==> config.mk <==
export PLATFORM = sky130hd
export DESIGN_NAME = ilim_dac_frame_rx_flat
export DESIGN_NICKNAME = d
export VERILOG_FILES = /design/src/rtl/ilim_dac_pkg.sv /design/src/rtl/ilim_dac_frame_rx_if.sv /design/src/rtl/ilim_shadow_regfile.sv /design/src/rtl/ilim_dac_frame_rx.sv /design/src/flat_wrapper.sv
export SDC_FILE = /design/constraint.sdc
export NUM_CORES = 1
export LEC_CHECK = 0
export BUFFER_PORTS_ARGS = -buffer_cell sky130_fd_sc_hd__buf_2
export CORE_MARGIN = 2
export CORE_UTILIZATION = 60
export CTS_CLUSTER_SIZE = 24
export DETAILED_ROUTE_END_ITERATION = 8
export GPL_TIMING_DRIVEN = 1
export HOLD_SLACK_MARGIN = 0.02
export PLACE_DENSITY_LB_ADDON = 0.25
export SYNTH_ARGS = -nofsm -noshare
export SYNTH_HDL_FRONTEND = slang
export SYNTH_SLANG_ARGS = --single-unit
==> constraint.sdc <==
create_clock -name tx_clk -period 3.3 [get_ports tx_clk]
set_input_delay 0.165 -clock tx_clk [delete_from_list [all_inputs] [get_ports tx_clk]]
set_output_delay 0.165 -clock tx_clk [all_outputs]
set_load 0.02 [all_outputs]
==> src/rtl/ilim_dac_pkg.sv <==
// Shared ILIM DAC link constants and FSM state encoding, used by both
// the transmit and receive ends of the serial link.
package ilim_dac_pkg;

    localparam int unsigned ADDR_W     = 3;
    localparam int unsigned DATA_W     = 8;
    localparam int unsigned FRAME_BITS = ADDR_W + DATA_W;
    localparam int unsigned NUM_CH     = 2 ** ADDR_W;
    localparam int unsigned CNT_W      = 4;

    localparam logic [DATA_W-1:0] RESET_CODE = 8'h80;
    localparam logic [CNT_W-1:0]  FRAME_CNT  = CNT_W'(FRAME_BITS);
    localparam logic [CNT_W-1:0]  CNT_MAX    = '1;

    typedef enum logic {
        IDLE,
        SHIFT
    } rx_state_e;

endpackage

==> src/rtl/ilim_dac_frame_rx_if.sv <==
// Serial frame input and decoded-frame status bundle of the ILIM DAC receiver.
interface ilim_dac_frame_rx_if;

    logic                             SPI_CS_N;
    logic                             SPI_SDI;
    logic                             FRAME_VALID;
    logic [ilim_dac_pkg::ADDR_W-1:0]  FRAME_ADDR;
    logic [ilim_dac_pkg::DATA_W-1:0]  FRAME_DATA;
    logic                             FRAME_ERR;
    logic                             BUSY;

    modport slave (
        input  SPI_CS_N,
        input  SPI_SDI,
        output FRAME_VALID,
        output FRAME_ADDR,
        output FRAME_DATA,
        output FRAME_ERR,
        output BUSY
    );

    modport master (
        output SPI_CS_N,
        output SPI_SDI,
        input  FRAME_VALID,
        input  FRAME_ADDR,
        input  FRAME_DATA,
        input  FRAME_ERR,
        input  BUSY
    );

endinterface

==> src/rtl/ilim_shadow_regfile.sv <==
// Shadow copy of the DAC channel codes: one synchronous write port,
// one combinational read port, asynchronous reset to midscale.
module ilim_shadow_regfile
    import ilim_dac_pkg::*;
(
    input  logic              tx_clk,
    input  logic              OPB_RST,
    input  logic              wr_en_i,
    input  logic [ADDR_W-1:0] wr_addr_i,
    input  logic [DATA_W-1:0] wr_data_i,
    input  logic [ADDR_W-1:0] rd_addr_i,
    output logic [DATA_W-1:0] rd_data_o
);

    logic [DATA_W-1:0] mem_q [NUM_CH];

    always_ff @(posedge tx_clk or posedge OPB_RST) begin
        if (OPB_RST) begin
            for (int i = 0; i < int'(NUM_CH); i++) begin
                mem_q[i] <= RESET_CODE;
            end
        end else if (wr_en_i) begin
            mem_q[wr_addr_i] <= wr_data_i;
        end
    end

    assign rd_data_o = mem_q[rd_addr_i];

endmodule

==> src/rtl/ilim_dac_frame_rx.sv <==
// Receive end of the ILIM DAC serial link: frame capture and channel shadow.
// Optional error counter enabled by defining ILIM_RX_ERRCNT_EN.
module ilim_dac_frame_rx
    import ilim_dac_pkg::*;
(
    input  logic              tx_clk,
    input  logic              OPB_RST,
    ilim_dac_frame_rx_if.slave rx,
    input  logic [ADDR_W-1:0] RD_ADDR,
    output logic [DATA_W-1:0] RD_DATA
`ifdef ILIM_RX_ERRCNT_EN
    ,
    output logic [7:0]        ERR_CNT,
    input  logic              ERR_CLR
`endif
);

    rx_state_e             state_q, state_d;
    logic [FRAME_BITS-1:0] sr_q, sr_d;
    logic [CNT_W-1:0]      bit_cnt_q, bit_cnt_d;
    logic                  armed_q;
    logic                  frame_valid_q, frame_valid_d;
    logic                  frame_err_q, frame_err_d;
    logic [ADDR_W-1:0]     frame_addr_q, frame_addr_d;
    logic [DATA_W-1:0]     frame_data_q, frame_data_d;
    logic                  shadow_we;

    always_comb begin
        state_d       = state_q;
        sr_d          = sr_q;
        bit_cnt_d     = bit_cnt_q;
        frame_valid_d = 1'b0;
        frame_err_d   = 1'b0;
        frame_addr_d  = frame_addr_q;
        frame_data_d  = frame_data_q;
        shadow_we     = 1'b0;
        unique case (state_q)
            IDLE: begin
                // Unarmed after reset: a frame already in flight is dropped silently.
                if (!rx.SPI_CS_N && armed_q) begin
                    sr_d      = {sr_q[FRAME_BITS-2:0], rx.SPI_SDI};
                    bit_cnt_d = CNT_W'(1);
                    state_d   = SHIFT;
                end
            end
            SHIFT: begin
                if (!rx.SPI_CS_N) begin
                    sr_d = {sr_q[FRAME_BITS-2:0], rx.SPI_SDI};
                    if (bit_cnt_q != CNT_MAX) begin
                        bit_cnt_d = bit_cnt_q + CNT_W'(1);
                    end
                end else begin
                    state_d = IDLE;
                    if (bit_cnt_q == FRAME_CNT) begin
                        frame_valid_d = 1'b1;
                        frame_addr_d  = sr_q[FRAME_BITS-1 -: ADDR_W];
                        frame_data_d  = sr_q[DATA_W-1:0];
                        shadow_we     = 1'b1;
                    end else begin
                        frame_err_d = 1'b1;
                    end
                end
            end
            default: state_d = IDLE;
        endcase
    end

    always_ff @(posedge tx_clk or posedge OPB_RST) begin
        if (OPB_RST) begin
            state_q       <= IDLE;
            sr_q          <= '0;
            bit_cnt_q     <= '0;
            armed_q       <= 1'b0;
            frame_valid_q <= 1'b0;
            frame_err_q   <= 1'b0;
            frame_addr_q  <= '0;
            frame_data_q  <= '0;
        end else begin
            state_q       <= state_d;
            sr_q          <= sr_d;
            bit_cnt_q     <= bit_cnt_d;
            armed_q       <= armed_q | rx.SPI_CS_N;
            frame_valid_q <= frame_valid_d;
            frame_err_q   <= frame_err_d;
            frame_addr_q  <= frame_addr_d;
            frame_data_q  <= frame_data_d;
        end
    end

    ilim_shadow_regfile u_shadow (
        .tx_clk    (tx_clk),
        .OPB_RST   (OPB_RST),
        .wr_en_i   (shadow_we),
        .wr_addr_i (frame_addr_d),
        .wr_data_i (frame_data_d),
        .rd_addr_i (RD_ADDR),
        .rd_data_o (RD_DATA)
    );

    assign rx.FRAME_VALID = frame_valid_q;
    assign rx.FRAME_ERR   = frame_err_q;
    assign rx.FRAME_ADDR  = frame_addr_q;
    assign rx.FRAME_DATA  = frame_data_q;
    assign rx.BUSY        = (state_q == SHIFT);

`ifdef ILIM_RX_ERRCNT_EN
    logic [7:0] err_cnt_q, err_cnt_d;

    always_comb begin
        err_cnt_d = err_cnt_q;
        if (ERR_CLR) begin
            err_cnt_d = '0;
        end else if (frame_err_d && err_cnt_q != 8'hFF) begin
            err_cnt_d = err_cnt_q + 8'd1;
        end
    end

    always_ff @(posedge tx_clk or posedge OPB_RST) begin
        if (OPB_RST) begin
            err_cnt_q <= '0;
        end else begin
            err_cnt_q <= err_cnt_d;
        end
    end

    assign ERR_CNT = err_cnt_q;
`endif

endmodule

==> src/flat_wrapper.sv <==
// flat-port wrapper written by rule: the top's interface ports become plain ports
module ilim_dac_frame_rx_flat import ilim_dac_pkg::*;
  (tx_clk, OPB_RST, RD_ADDR, RD_DATA, rx_SPI_CS_N, rx_SPI_SDI, rx_FRAME_VALID, rx_FRAME_ADDR, rx_FRAME_DATA, rx_FRAME_ERR, rx_BUSY);
  ilim_dac_frame_rx_if rx_i ();
  input  logic tx_clk;
  input  logic OPB_RST;
  input  logic [ADDR_W-1:0] RD_ADDR;
  output logic [DATA_W-1:0] RD_DATA;
  input wire logic [$bits(rx_i.SPI_CS_N)-1:0] rx_SPI_CS_N;
  input wire logic [$bits(rx_i.SPI_SDI)-1:0] rx_SPI_SDI;
  output wire logic [$bits(rx_i.FRAME_VALID)-1:0] rx_FRAME_VALID;
  output wire logic [$bits(rx_i.FRAME_ADDR)-1:0] rx_FRAME_ADDR;
  output wire logic [$bits(rx_i.FRAME_DATA)-1:0] rx_FRAME_DATA;
  output wire logic [$bits(rx_i.FRAME_ERR)-1:0] rx_FRAME_ERR;
  output wire logic [$bits(rx_i.BUSY)-1:0] rx_BUSY;
  assign rx_i.SPI_CS_N = rx_SPI_CS_N;
  assign rx_i.SPI_SDI = rx_SPI_SDI;
  assign rx_FRAME_VALID = rx_i.FRAME_VALID;
  assign rx_FRAME_ADDR = rx_i.FRAME_ADDR;
  assign rx_FRAME_DATA = rx_i.FRAME_DATA;
  assign rx_FRAME_ERR = rx_i.FRAME_ERR;
  assign rx_BUSY = rx_i.BUSY;
  ilim_dac_frame_rx u_core (.tx_clk(tx_clk), .OPB_RST(OPB_RST), .rx(rx_i), .RD_ADDR(RD_ADDR), .RD_DATA(RD_DATA));
endmodule
==> summary.txt, run 1 <==
Routability Congestion: 0.758
Switch Pwr: 0.618 mW
Cts repair resizes: 0
Fin area: 0.00466 mm²
Arr. time, crit path: 2480 ps
Layout Nets: 296
Placed cells: 371
Sequential Power Share: 0.591
Critical path type: flip-flop to flip-flop
Unrepaired setup endpoints after global routing: false
Postcts setup bufs: 0
Total power: 2.26 mW
Clock net sink count: 94
Die height: 88.4 µm
IO Pins: 29
DP Wirelength: 5000 µm
Post-synthesis mux area share: 0.349
Clk_lat worst skew: 360 ps
Switch share: 0.273
Crit path launch type: flip-flop
Clock power frac: 0.339
TritonRoute pass-1 iters: 4
Row cnt: 30
Die footprint: 0.00781 mm²
Status: finished clean
Worst-Margin Slew: 979 ps
Worst Setup End Kind: flip-flop
Leak: 2.28 nW
Final slew viol count: 0
Critical Path Fanout Max: 8
Final wirelength: 7990 µm
H-tree Lvls: 3
Post-synthesis sequential area ratio: 0.553
Clk slew on worst S/H paths: 90 ps
Drt first-iter violations: 126
Compound-Gate Fraction of Synth Area: 0.0149
Routed vias: 2261
Hold crit path type: primary input to flip-flop
Number of fill cells: 478
#FFs+latches synth: 94
Core Footprint: 0.00683 mm²
Share of layout cells above drive strength 1: 0.597
Die Wd: 88.4 µm
Synth Area per Inst: 16.0 µm²
Data required, critical path: 3550 ps
Initial Utilization: 0.625
Mapped Cells: 267
Ys async rst share: 1.00
Clk buf depth: 2
Peak VDD IR: 0.325 mV
Post-Synth Simple-Gate Area: 0.0480
Crit path time final: 2230 ps
Mapped Area: 0.00427 mm²
# diodes: 0
PwrDens: 485 mW/mm²
Worst rel slew slack: 0.347
Setup Skew: 5.82 ps
Post-Synth Adder-Cell Area: 0.00293
Largest net degree at the start of global routing: 56
Post-DRT Antenna Nets: 0
Fmax: 449 MHz
Max-capacitance violation count: 0
Synth Warn #: 0
Synth Flop Type: dfrtp_1
Synth Area in XOR/XNOR: 0
Cts bufs inserted: 9
Dpl cell area: 0.00444 mm²
Overflow after GRT: 0
Fin cells: 389
WL/cell: 20.5 µm
Area contributors post-synth: dfrtp_1 50%, mux2_2 21%, mux4_2 8.4%
Via-to-Cell Ratio: 5.81
Post-synth cell types: 39
Core Util, Final: 0.683
Post-synth EDFFs: 0
Largest family of logic cells by synthesized area: multiplexers
Area Overhead vs Synth: 9.17%
Final worst-path cycle share: 0.675
Top cell type by total area after synthesis: dfrtp_1
Hold buffer count at cts: 2
Vias in the first global route: 2335
Comb power frac: 0.071
PortBufs: 28
Post-route setup TNS: 0 ps
P_int: 1.65 mW
Final hold viol count: 0
CTS tree: built
# setup viols final: 0
Net Count, Synth: 275
Residual DRC: 0
Antenna violations before repair: 0
First-pass GRT wire length: 12700 µm
Top cell type's share of synthesized area: 0.504
Root buf cell: clkbuf_8
Total GRT Usage: 0.226
## state kept, by name, indices dropped and copies added (netlist names)
| signal | flops |
|---|---|
| u_core.armed_q | 1 |
| u_core.rx.FRAME_ERR | 1 |
| u_core.rx.FRAME_ADDR | 3 |
| u_core.bit_cnt_q | 4 |
| u_core.sr_q | 11 |
| u_core.u_shadow.mem_q | 64 |
| u_core.rx.FRAME_DATA | 8 |
| u_core.rx.FRAME_VALID | 1 |
| u_core.rx.BUSY | 1 |
## worst max-delay path: stages, from the launching register on
cell and delay, ps:
dfrtp_1 420, ha_1 340, nand3_1 220, nor3_2 730, mux2_2 420
## cell usage in the layout, fill, tap and decap left out, types with 2 or more instances in the layout
| cell type | Yosys | final |
|---|---|---|
| dfstp_2 | 8 | 8 |
| mux2_2 | 78 | 78 |
| inv_1 | 4 | 3 |
| mux4_2 | 16 | 16 |
| mux2_4 | 16 | 16 |
| nand2_1 | 4 | 4 |
| clkinvlp_4 | 0 | 2 |
| nand3_1 | 3 | 3 |
| nor3_2 | 3 | 3 |
| nor2_2 | 2 | 2 |
| dlygate4sd3_1 | 0 | 2 |
| clkbuf_8 | 0 | 9 |
| buf_4 | 4 | 2 |
| clkinv_4 | 0 | 2 |
| dfrtp_1 | 86 | 86 |
| a31oi_1 | 2 | 2 |
| buf_2 | 5 | 28 |
## through the flow
| step | hold slack [ps] | setup slack (ps) |
|---|---|---|
| 2_1_floorplan | 316 | 700 |
| 3_3_place_gp | 395 | 1180 |
| 3_5_place_dp | 403 | 1090 |
| 4_1_cts | 125 | 1080 |
| 5_1_grt | 147 | 956 |
| 6_report | 134 | 1070 |
## worst paths after layout
path	slack (ps)	startpoint	to	cells after the start
max	1070	u_core.bit_cnt_q[0]$_DFFE_PP0P_	u_core.u_shadow.mem_q[46]$_DFFE_PP0P_	4
min	130	rx_SPI_CS_N	u_core.rx.FRAME_ERR$_DFF_PP0_	3
max reg2reg	1070	u_core.bit_cnt_q[0]$_DFFE_PP0P_	u_core.u_shadow.mem_q[46]$_DFFE_PP0P_	4
min reg2reg	500	u_core.armed_q$_DFF_PP0_	u_core.armed_q$_DFF_PP0_	1
max in group asynchronous	1970	OPB_RST	u_core.u_shadow.mem_q[47]$_DFFE_PP1P_	4
min in group asynchronous	550	OPB_RST	u_core.u_shadow.mem_q[14]$_DFFE_PP0P_	3
## final cells by class
| cell class | count | area, µm² | share of cell area |
|---|---|---|---|
| clock buffers | 10 | 128 | 0.0274 |
| clock inverters | 6 | 71.3 | 0.0153 |
| repair buffers | 33 | 195 | 0.0419 |
| flip-flops and latches | 94 | 2360 | 0.507 |
| multi-input cells | 146 | 1770 | 0.380 |
| well taps | 96 | 120 | 0.0258 |
| inverters | 4 | 16.3 | 0.00349 |
## layer usage
metal	global-route usage	wire, µm	up-vias
met2	0.351	3820	46
met1	0.321	3760	1187
met5	0	0	-
met4	0.0937	148	0
li1	-	-	1017
met3	0.0392	258	11
## cell families (layout without fill, tap and decap cells)
group | count (synthesis) | in the layout
muxes | 111 | 111
DFF | 94 | 94
buffers and inverters | 27 | 53
and+or+nand+nor | 26 | 26
AOI/OAI and AO/OA | 8 | 8
adders and majority gates | 1 | 1
## cell usage after synthesis, drive strengths merged (2+ instances only)
master,n
clkbuf,11
buf,12
mux2,94
dfrtp,86
mux4,16
or4,2
a31oi,2
nand4b,2
dfstp,8
nor2,3
nand2,4
inv,4
nor3,4
nand3,3
## power by group through the flow
stage	registers, mW	logic [mW]	clock network (mW)
2_1_floorplan	1.26	0.198	0
3_3_place_gp	1.35	0.155	0
3_5_place_dp	1.36	0.161	0
4_1_cts	1.33	0.163	0.782
5_1_grt	1.35	0.177	0.832
6_report	1.34	0.160	0.767
(Power assumes the default switching activity.)
==> run 2, diff against run 1 <==
==> constraint.sdc (replaced) <==
create_clock -name tx_clk -period 2.1 [get_ports tx_clk]
set_input_delay 0.105 -clock tx_clk [delete_from_list [all_inputs] [get_ports tx_clk]]
set_output_delay 0.105 -clock tx_clk [all_outputs]
set_load 0.02 [all_outputs]
==> summary.txt, run 2 (synthesis results as in run 1) <==
Worst reg2reg path endpoint: u_core.u_shadow.mem_q[49]$_DFFE_PP0P_
Die Wd: 88.4 µm
Critical Path Fanout Max: 8
Metal3 WL: 282 µm
Core Footprint: 0.00683 mm²
# diodes: 0
Die height: 88.4 µm
# setup viols final: 0
Unrepaired setup endpoints after global routing: false
Sequential Power Share: 0.569
Residual DRC: 0
Fin cells: 399
Dpl ws: 255 ps
Layout Nets: 306
Number of fill cells: 485
Most common cell after layout, fill and taps aside: dfrtp_1
Hold crit path type: primary input to flip-flop
Final wirelength: 7850 µm
Met2 WL: 3820 µm
Total GRT Usage: 0.223
Wire length on met1: 3630 µm
CP cell instances: ha_1 -> nand2_1 -> or4_1 -> buf_4 -> mux2_4
Worst Setup End Kind: flip-flop
Initial Utilization: 0.625
Comb power frac: 0.071
Core Util, Final: 0.699
Max-capacitance violation count: 0
PwrDens: 772 mW/mm²
Worst rel slew slack: 0.643
Leak: 2.35 nW
Root buf cell: clkbuf_8
Clk_lat worst skew: 370 ps
Clock power frac: 0.360
Crit path time final: 1860 ps
Row cnt: 30
PnR worst setup slack: 243 ps
Clk slew on worst S/H paths: 80 ps
Multi-input logic area: 0.00177 mm²
Via-to-Cell Ratio: 5.81
Drt first-iter violations: 65
Routed vias: 2320
Data required, critical path: 2350 ps
Arr. time, crit path: 2110 ps
Status: finished clean
Crit path launch type: flip-flop
H-tree Lvls: 3
Worst-Margin Slew: 535 ps
Largest net degree at the start of global routing: 95
Dpl cell area: 0.00453 mm²
Share of layout cells above drive strength 1: 0.611
Worst Setup SP: u_core.bit_cnt_q[0]$_DFFE_PP0P_
Area Overhead vs Synth: 11.8%
Critical R2R Launch: u_core.bit_cnt_q[0]$_DFFE_PP0P_
Antenna violations before repair: 0
Overflow after GRT: 0
CTS tree: built
Hold WS: 84.7 ps
Final slew viol count: 0
Routability Congestion: 0.816
WL/cell: 19.7 µm
Fmax: 538 MHz
Placed cells: 381
PortBufs: 28
Die footprint: 0.00781 mm²
Fin area: 0.00478 mm²
R2r setup slk: 240 ps
First-pass GRT wire length: 12600 µm
IO Pins: 29
Peak VDD IR: 0.524 mV
Sequential cell area: 0.00236 mm²
Max incr delay on CP: 490 ps
Number of flip-flops in the largest register: 64
Setup Skew: 12.8 ps
Switch share: 0.263
P_int: 2.72 mW
R2R cell count: 5
DP Wirelength: 4900 µm
Highest metal used: met4
Clk buf depth: 2
Final hold viol count: 0
Total power: 3.69 mW
Cts bufs inserted: 9
Vias in the first global route: 2408
Most frequent cells in the layout: 86 x dfrtp_1, 78 x mux2_2, 28 x buf_2
Critical path type: flip-flop to flip-flop
Largest register by flop count: u_core.u_shadow.mem_q
TritonRoute pass-1 iters: 4
Clock net sink count: 94
Switch Pwr: 0.968 mW
Post-route setup TNS: 0 ps
Worst path slowest cell: or4_1
Post-DRT Antenna Nets: 0
Final worst-path cycle share: 0.885
Worst Setup EP: u_core.u_shadow.mem_q[49]$_DFFE_PP0P_
Cts repair resizes: 0
[run 2: cell count changes in the layout (fill, tap and decap cells not counted), sizes merged]
cell    delta
buf       +10
clkinv     -2
bufinv     +1
inv        +1
[run 2: power by group through the flow]
stage	Clock [mW]	Sequential, mW	Combinational, mW
finish	1.33	2.10	0.263
global route	1.44	2.12	0.290
CTS	1.35	2.10	0.269
detailed placement	0	2.13	0.261
global placement	0	2.13	0.254
floorplan	0	1.99	0.311
[run 2: metal layers]
layer  vias to the layer above  GRT usage
li1                       1037          -
met1                      1220      0.310
met2                        48      0.352
met3                        15     0.0485
met4                         0     0.0813
met5                         -          0
[run 2: final cells by class]
cell class              count  area share
well taps                  96      0.0252
clock buffers              10      0.0267
clock inverters             6      0.0196
flip-flops and latches     94       0.495
repair buffers             43      0.0592
multi-input cells         146       0.371
inverters                   4     0.00393
[run 2: worst min-delay path by stage]
stage,startpoint,cells after the start,end
after global routing,rx_SPI_CS_N,3,u_core.rx.FRAME_ERR$_DFF_PP0_
final,rx_SPI_CS_N,3,u_core.rx.FRAME_ERR$_DFF_PP0_
after global placement,OPB_RST,3,u_core.u_shadow.mem_q[38]$_DFFE_PP0P_
after CTS,rx_SPI_CS_N,3,u_core.rx.FRAME_ERR$_DFF_PP0_
after detailed placement,OPB_RST,3,u_core.u_shadow.mem_q[46]$_DFFE_PP0P_
after floorplan,rx_SPI_SDI,1,u_core.sr_q[0]$_DFFE_PP0P_
[run 2: worst max-delay path, delay by kind of cell, from the launching register on]
| kind | cells | cell delay (ps) |
|---|---|---|
| buffers and inverters | 1 | 210 |
| AND/OR/NAND/NOR | 2 | 600 |
| flip-flops | 1 | 410 |
| multiplexers | 1 | 300 |
| adder cells (fa/ha/maj) | 1 | 230 |
[run 2: timing repair]
item,in CTS,in global routing
hold buffers,2,0
endpoints found under the hold margin,87,0
setup buffers,0,0
